===== src/rtl/pulse_train_sequencer.sv =====
// Burst pulse generator: pulse count, high time and low time are latched on an
// accepted start and sequenced through IDLE/HIGH/LOW with done/abort strobes.
module pulse_train_sequencer #(
  parameter int CNT_W = 8,
  parameter int DUR_W = 8
) (
  input  logic             clk,
  input  logic             rst_n,
  input  logic             start,
  input  logic             abort,
  input  logic [CNT_W-1:0] cfg_n_pulses,
  input  logic [DUR_W-1:0] cfg_high,
  input  logic [DUR_W-1:0] cfg_low,
  output logic             pulse,
  output logic             busy,
  output logic             done,
  output logic             aborted,
  output logic             cfg_err,
  output logic [CNT_W-1:0] pulse_cnt
);

  typedef enum logic [1:0] {IDLE, HIGH, LOW} state_e;

  state_e           state_q, state_d;
  logic [CNT_W-1:0] n_q, n_d;
  logic [DUR_W-1:0] high_q, high_d;
  logic [DUR_W-1:0] low_q, low_d;
  // Phase counter holds the cycles remaining after the current one, so a
  // full-scale duration loads 2^DUR_W-2 and never wraps.
  logic [DUR_W-1:0] ph_q, ph_d;
  logic [CNT_W-1:0] cnt_q, cnt_d;
  logic             pulse_q, pulse_d;
  logic             busy_q, busy_d;
  logic             done_q, done_d;
  logic             aborted_q, aborted_d;
  logic             cfg_err_q, cfg_err_d;
  logic [DUR_W-1:0] low_reload;
  logic [CNT_W-1:0] cnt_inc;

  // low=0 is stretched to one cycle to keep successive pulses apart
  assign low_reload = (low_q <= DUR_W'(1)) ? '0 : low_q - DUR_W'(1);
  assign cnt_inc    = cnt_q + CNT_W'(1);

  always_comb begin
    state_d   = state_q;
    n_d       = n_q;
    high_d    = high_q;
    low_d     = low_q;
    ph_d      = ph_q;
    cnt_d     = cnt_q;
    pulse_d   = pulse_q;
    busy_d    = busy_q;
    done_d    = 1'b0;
    aborted_d = 1'b0;
    cfg_err_d = 1'b0;
    unique case (state_q)
      IDLE: begin
        pulse_d = 1'b0;
        busy_d  = 1'b0;
        if (start && !abort) begin
          if (cfg_n_pulses != '0 && cfg_high != '0) begin
            n_d     = cfg_n_pulses;
            high_d  = cfg_high;
            low_d   = cfg_low;
            cnt_d   = '0;
            ph_d    = cfg_high - DUR_W'(1);
            state_d = HIGH;
            pulse_d = 1'b1;
            busy_d  = 1'b1;
          end else begin
            cfg_err_d = 1'b1;
          end
        end
      end
      HIGH: begin
        if (abort) begin
          state_d   = IDLE;
          pulse_d   = 1'b0;
          busy_d    = 1'b0;
          aborted_d = 1'b1;
        end else if (ph_q == '0) begin
          cnt_d   = cnt_inc;
          pulse_d = 1'b0;
          if (cnt_inc == n_q) begin
            state_d = IDLE;
            busy_d  = 1'b0;
            done_d  = 1'b1;
          end else begin
            state_d = LOW;
            ph_d    = low_reload;
          end
        end else begin
          ph_d = ph_q - DUR_W'(1);
        end
      end
      LOW: begin
        if (abort) begin
          state_d   = IDLE;
          pulse_d   = 1'b0;
          busy_d    = 1'b0;
          aborted_d = 1'b1;
        end else if (ph_q == '0) begin
          state_d = HIGH;
          pulse_d = 1'b1;
          ph_d    = high_q - DUR_W'(1);
        end else begin
          ph_d = ph_q - DUR_W'(1);
        end
      end
      default: begin
        state_d = IDLE;
        pulse_d = 1'b0;
        busy_d  = 1'b0;
      end
    endcase
  end

  always_ff @(posedge clk or negedge rst_n) begin
    if (!rst_n) begin
      state_q   <= IDLE;
      n_q       <= '0;
      high_q    <= '0;
      low_q     <= '0;
      ph_q      <= '0;
      cnt_q     <= '0;
      pulse_q   <= 1'b0;
      busy_q    <= 1'b0;
      done_q    <= 1'b0;
      aborted_q <= 1'b0;
      cfg_err_q <= 1'b0;
    end else begin
      state_q   <= state_d;
      n_q       <= n_d;
      high_q    <= high_d;
      low_q     <= low_d;
      ph_q      <= ph_d;
      cnt_q     <= cnt_d;
      pulse_q   <= pulse_d;
      busy_q    <= busy_d;
      done_q    <= done_d;
      aborted_q <= aborted_d;
      cfg_err_q <= cfg_err_d;
    end
  end

  assign pulse     = pulse_q;
  assign busy      = busy_q;
  assign done      = done_q;
  assign aborted   = aborted_q;
  assign cfg_err   = cfg_err_q;
  assign pulse_cnt = cnt_q;

endmodule

===== config.mk =====
export PLATFORM = sky130hd
export DESIGN_NAME = pulse_train_sequencer
export DESIGN_NICKNAME = d
export VERILOG_FILES = /design/src/rtl/pulse_train_sequencer.sv
export SDC_FILE = /design/constraint.sdc
export NUM_CORES = 1
export LEC_CHECK = 0
export ABC_AREA = 0
export BUFFER_PORTS_ARGS = -buffer_cell sky130_fd_sc_hd__buf_2
export CAP_MARGIN = 20
export CELL_PAD_IN_SITES_DETAIL_PLACEMENT = 0
export CELL_PAD_IN_SITES_GLOBAL_PLACEMENT = 1
export CORE_UTILIZATION = 35
export DETAILED_ROUTE_END_ITERATION = 8
export PLACE_DENSITY_LB_ADDON = 0.1
export SLEW_MARGIN = 15
export SYNTH_ARGS = -nofsm -noshare
export SYNTH_HDL_FRONTEND = slang
export SYNTH_SLANG_ARGS = --single-unit

===== constraint.sdc =====
create_clock -name clk -period 4.7 [get_ports clk]
set_input_delay 0.94 -clock clk [delete_from_list [all_inputs] [get_ports clk]]
set_output_delay 0.94 -clock clk [all_outputs]
set_load 0.1 [all_outputs]

# Word-level counts from Yosys, hierarchy flattened
# Cells that the tools add are included.
op_classes:
  magnitude_cmp: 1
  eq_ne: 13
  muxes: 43
  n_reduce_logical: 16
  n_addsub: 5
ops:
  columns: ["operator", "n"]
  rows:
  - ["8-bit 2-to-1 mux", 12]
  - ["8-bit by 1-bit subtractor with 8-bit output (second input constant)", 4]
  - ["8-bit case mux with 3 select lines", 1]
  - ["1-bit 2-to-1 mux", 19]
  - ["8-bit case mux with 2 select lines", 1]
  - ["8-bit nonzero test", 2]
  - ["2-bit 2-to-1 mux", 7]
  - ["2-bit inequality test (second input constant)", 6]
  - ["3-bit inequality test (second input constant)", 4]
  - ["8-bit by 1-bit adder with 8-bit output (second input constant)", 1]
  - ["8-bit equality test", 1]
  - ["8-bit by 1-bit <= comparator with 1-bit output (second input constant)", 1]
  - ["8-bit zero test", 1]
  - ["1-bit case mux with 3 select lines", 2]
  - ["2-bit case mux with 3 select lines", 1]
  - ["3-bit AND reduction", 2]
  - ["6-bit AND reduction", 1]
  - ["5-bit AND reduction", 1]
  - ["4-bit AND reduction", 1]
  - ["3-bit nonzero test", 1]
  - ["2-bit by 1-bit equality test with 1-bit output (second input constant)", 1]
  - ["2-bit equality test (second input constant)", 1]
  - ["1-bit logical AND", 2]
  - ["2-bit zero test", 1]
  - ["4 further kinds", 4]
word_totals:
  elab_cells: 89
  inputBits: 28
  register_bits: 47
  output_inout_bits: 13

# Depth between registers and ports, before layout
logic_depth:
  ltp_word: 6
  depth_mapped: 9
  mapped_depth_nobuf: 8

# Worst setup path before layout
# Ideal clock, no wire load.
synth_path:
  path_type: "register -> register"
  start: "register cnt_q[0] (netlist: pulse_cnt[0])"
  end: "register ph_q[0]"
  path_buffers: 1
  synth_period_minus_slack_ps: 3324
  setup_ps: 125
  required_time_ps: 4575
  path_stages_with_launch: 9
  path_slack_ps: 1376
  arrival_time_ps: 3199
  path_cell_list: "dfrtp_1 -> ha_1 -> nand3_2 -> or3_1 -> a2111oi_0 -> o2111ai_2 -> o21a_1 -> buf_6 -> mux2_4"
synth_between:
  elab_chain_cells: 4
synth_lines:
  columns: ["item", "line_no", "source"]
  rows:
  - ["start, declared", "31", "logic [CNT_W-1:0] cnt_q, cnt_d;"]
  - ["start signal, assigned", "137", "cnt_q <= cnt_d;"]
  - ["8-bit by 1-bit adder with 8-bit output", "42", "assign cnt_inc = cnt_q + CNT_W'(1);"]
  - ["8-bit equality test", "84", "if (cnt_inc == n_q) begin"]
  - ["3-bit inequality test (no line)", null, null]
  - ["6-bit AND reduction (no line)", null, null]
  - ["end signal, assigned", "136", "ph_q <= ph_d;"]
  - ["end, declared", "30", "logic [DUR_W-1:0] ph_q, ph_d;"]
# Every way passes these cells.
# A chain may end at the register's enable or synchronous reset.

# Final worst setup path
layout_path:
  start: "input cfg_high[2]"
  end: "register busy_q (netlist: busy)"
layout_between:
  elab_chain_cells: 5
layout_lines:
  columns: ["item", "line_no", "source"]
  rows:
  - ["start, declared", "12", "input logic [DUR_W-1:0] cfg_high,"]
  - ["8-bit nonzero test", "61", "if (cfg_n_pulses != '0 && cfg_high != '0) begin"]
  - ["1-bit logical AND", "61", null]
  - ["1-bit 2-to-1 mux", "61", null]
  - ["1-bit 2-to-1 mux", "60", "if (start && !abort) begin"]
  - ["1-bit case mux with 3 select lines", "56", "unique case (state_q)"]
  - ["end signal, assigned", "139", "busy_q <= busy_d;"]
  - ["end, declared", "33", "logic busy_q, busy_d;"]
# Every way passes these cells.

==> run metrics <==
status=finished, final reports clean; number of H-tree branching levels=2; post-placement worst setup slack=1280 ps; share of the clock period used by the worst path after layout=65.3%; compound-cell area share of the yosys netlist=16.5%; share of post-route cells with drive strength above 1=26.4%; Reg-to-Reg End=ph_q[7]$_DFFE_PN0P_; HPWL reported at the end of detailed placement=5590 um; hold violation total from the final report=0; arithmetic-cell share of the synthesized area counting full adders, half adders and majority gates=4.81%; Resized cells post-CTS=0; Detailed Route Iter0 Violations=89; Clock Latency Late Sink=310 ps; horizontal die dimension=96.5 um; Hold Crit Class=flop to flop; buffers inserted by post-CTS timing repair=0; Synth Flop Type=sky130_fd_sc_hd__dfrtp_1; GR Overflow Total=0; Hold Path Depth=1; flop and latch count out of synthesis=47; Worst EP required=4890 ps; flop2flop setup slack=1660 ps; post-synthesis cell area=3120 um2; maximum fanout along the worst path=27; CTS root buffer=sky130_fd_sc_hd__clkbuf_8; synthesized netlist net count=360; area share of xor/xnor cells in the synthesized design=6.45%; number of buffer cells added on primary ports=40; effective utilization at floorplan=36.0%; CTS Buf Count=5; Worst Path Class, Setup=input port to flop; area of the placeable core=8680 um2; TritonCTS sink count=47; Cells after Synth=320; number of hold-repair buffers added at the cts stage=0; Area Growth Syn to Fin=12.0%; Avg WL per Cell=15.9 um; async set-reset flop share out of synthesis=100%; filler cell count=909; worst clock skew=10.1 ps; EDFF count, synth=0; kind of end point of the critical path=flop; P per Cell Area=599 nW/um2; clock transition at the registers of the reported paths=90 ps; post-detailed-route DRC marker count=0; multi-input combinational cell area=1800 um2; Leakage Power=1.49 nW; TritonRoute pass-1 iters=4; number of diodes=0; number of global-route vias before repair=2356; total number of yosys warnings=0; aggregate global-route resource usage=17.7%; total length of routed wires=7400 um; vias post-DR=2433; post-synthesis simple-gate area fraction=17.3%; detailed-route vias per instance=5.24; number of nets in the layout=395; dominant combinational cell family by area after synthesis=simple AND/OR/NAND/NOR gates; number of placed I/O pins=41; CTS tree=yes; Avg Inst Size Synth=9.76 um2; headroom to the max-slew limit=55.4%; antenna violations before repair=0; kind of start point of the critical path=input port; mux contribution to synthesized area=12.7%; crit path capture=busy$_DFFE_PN0P_; Pins Over Slew Limit=0; final period demand of the worst path=3070 ps; Worst Hold Margin=514 ps; Die Outline Area=9310 um2; worst reg2reg path depth=7; largest net degree at the start of global routing=48; DRT antenna net count=0; Yosys cell types=54; post-route total power=2.10 mW; startpoint of the most critical register-to-register path=pulse_cnt[0]$_DFFE_PN0P_; total number of placement rows=34; worst setup path start=cfg_high[2]; accumulated negative setup slack=0 ps; fraction of the yosys area taken by sequential cells=37.6%; global-route wire length before repair=12400 um; Slew @ Worst Pin=661 ps; post-route worst setup slack=1630 ps; max cap viols=0; maximum buffer depth of the clock tree=2; # setup viols final=0; height of the chip=96.5 um; unrepaired setup endpoints after global routing=false; area of all sequential standard cells=1180 um2; Peak VDD IR=208 uV; arrival time worst endpoint=3260 ps; Placer Congestion=0.780; FMAX=326 MHz
-- cells by family (layout without fill, tap and decap cells) --
family / after synthesis / count (layout)
mux: 33 / 33
fa+ha+maj: 12 / 12
flops: 47 / 47
buf+inv: 33 / 69
compound gates: 73 / 73
xor+xnor: 23 / 23
simple gates: 99 / 99
-- cells in the final DEF, fill, tap and decap left out, drive strengths merged, types with 3 or more instances in the layout --
cell type / synthesis / routed
xor2: 11 / 11
buf: 4 / 41
o211ai: 3 / 3
xnor2: 12 / 12
clkbuf: 9 / 6
mux2: 31 / 31
or3: 5 / 5
nor2: 20 / 20
inv: 20 / 20
o22ai: 5 / 5
nor2b: 3 / 3
nor3b: 7 / 7
dfrtp: 47 / 47
nand3: 6 / 6
nand2b: 8 / 8
o31ai: 8 / 8
o21ai: 20 / 20
a211oi: 4 / 4
a21oi: 11 / 11
o41ai: 3 / 3
nor4: 6 / 6
nand2: 22 / 22
nor3: 10 / 10
ha: 12 / 12
or4: 6 / 6
-- power breakdown --
group          leakage, nW  internal [mW]  switching [mW]
logic                0.857          0.499           0.591
registers            0.588          0.564           0.176
clock network       0.0474          0.120           0.147
total                 1.49           1.18           0.914
-- area by class of cell --
type                    instances  share of cell area, %
clock buffers                   6                   2.36
clock inverters                 2                  0.465
inverters                      20                   2.15
multi-input cells             240                   51.5
flip-flops and latches         47                   33.6
well taps                     108                   3.86
repair buffers                 41                   6.01
-- worst max-delay path, cell delays in order --
cell and delay, ps:
sky130_fd_sc_hd__buf_2 130, sky130_fd_sc_hd__or4_4 540, sky130_fd_sc_hd__or4b_4 530, sky130_fd_sc_hd__and2_2 230, sky130_fd_sc_hd__nand3_2 480, sky130_fd_sc_hd__inv_1 130, sky130_fd_sc_hd__mux2_2 290
-- registers in the layout (all words and copies together) (netlist names) --
signal and flops:
high_q 8, low_q 8, n_q 8, ph_q 8
pulse_cnt 8, state_q 2, aborted 1, busy 1
cfg_err 1, done 1, pulse 1
-- stage by stage --
step | utilization, % | std cells | area (um2)
6_report | 40.3 | 464 | 3500
3_5_place_dp | 39.1 | 456 | 3400
5_1_grt | 40.3 | 464 | 3500
3_3_place_gp | 39.1 | 456 | 3400
4_1_cts | 40.3 | 464 | 3500
2_1_floorplan | - | 320 | 3120
-- cells in the mapped netlist, types with 2 or more instances --
cell type | instances | area share [%]
sky130_fd_sc_hd__o21ai_0 | 18 | 2.9
sky130_fd_sc_hd__or2_2 | 2 | 0.40
sky130_fd_sc_hd__a21o_2 | 2 | 0.56
sky130_fd_sc_hd__o41ai_1 | 2 | 0.56
sky130_fd_sc_hd__xor2_1 | 11 | 3.1
sky130_fd_sc_hd__ha_1 | 12 | 4.8
sky130_fd_sc_hd__mux2i_1 | 2 | 0.64
sky130_fd_sc_hd__o21bai_1 | 2 | 0.48
sky130_fd_sc_hd__nand3_2 | 2 | 0.64
sky130_fd_sc_hd__a21oi_1 | 11 | 1.8
sky130_fd_sc_hd__or4_1 | 4 | 0.96
sky130_fd_sc_hd__xnor2_1 | 12 | 3.4
sky130_fd_sc_hd__inv_1 | 20 | 2.4
sky130_fd_sc_hd__o31a_1 | 2 | 0.56
sky130_fd_sc_hd__buf_6 | 2 | 0.72
sky130_fd_sc_hd__or4_4 | 2 | 0.72
sky130_fd_sc_hd__nor4_1 | 6 | 1.2
sky130_fd_sc_hd__clkbuf_1 | 8 | 0.96
sky130_fd_sc_hd__a22oi_1 | 2 | 0.48
sky130_fd_sc_hd__o221ai_1 | 2 | 0.56
sky130_fd_sc_hd__mux2_2 | 24 | 8.7
sky130_fd_sc_hd__dfrtp_1 | 47 | 38
sky130_fd_sc_hd__o22ai_1 | 5 | 1.0
sky130_fd_sc_hd__nor3_1 | 9 | 1.4
sky130_fd_sc_hd__nor3b_1 | 7 | 1.7
sky130_fd_sc_hd__nand2b_1 | 8 | 1.6
sky130_fd_sc_hd__o211ai_1 | 3 | 0.72
sky130_fd_sc_hd__a211oi_1 | 4 | 0.96
sky130_fd_sc_hd__nor2_1 | 20 | 2.4
sky130_fd_sc_hd__nand2_1 | 22 | 2.6
sky130_fd_sc_hd__o21ai_1 | 2 | 0.32
sky130_fd_sc_hd__nand3_1 | 4 | 0.64
sky130_fd_sc_hd__mux2_4 | 7 | 3.4
sky130_fd_sc_hd__nor2b_1 | 3 | 0.60
sky130_fd_sc_hd__o31ai_1 | 8 | 1.9
sky130_fd_sc_hd__or3_1 | 5 | 1.0
-- worst min-delay path by stage --
stage	start	endpoint	slack, ps
after floorplan	high_q[7]$_DFFE_PN0P_	high_q[7]$_DFFE_PN0P_	490
after global placement	busy$_DFFE_PN0P_	busy$_DFFE_PN0P_	500
after detailed placement	busy$_DFFE_PN0P_	busy$_DFFE_PN0P_	500
after CTS	busy$_DFFE_PN0P_	busy$_DFFE_PN0P_	520
after global routing	high_q[7]$_DFFE_PN0P_	high_q[7]$_DFFE_PN0P_	550
final	busy$_DFFE_PN0P_	busy$_DFFE_PN0P_	510
-- metal layers --
| metal | track usage (%) | wire (um) |
|---|---|---|
| met1 | 24.4 | 3560 |
| met2 | 29.4 | 3560 |
| met5 | 0 | 0 |
| met3 | 2.19 | 217 |
| met4 | 4.41 | 57 |
(Power assumes the default switching activity.)
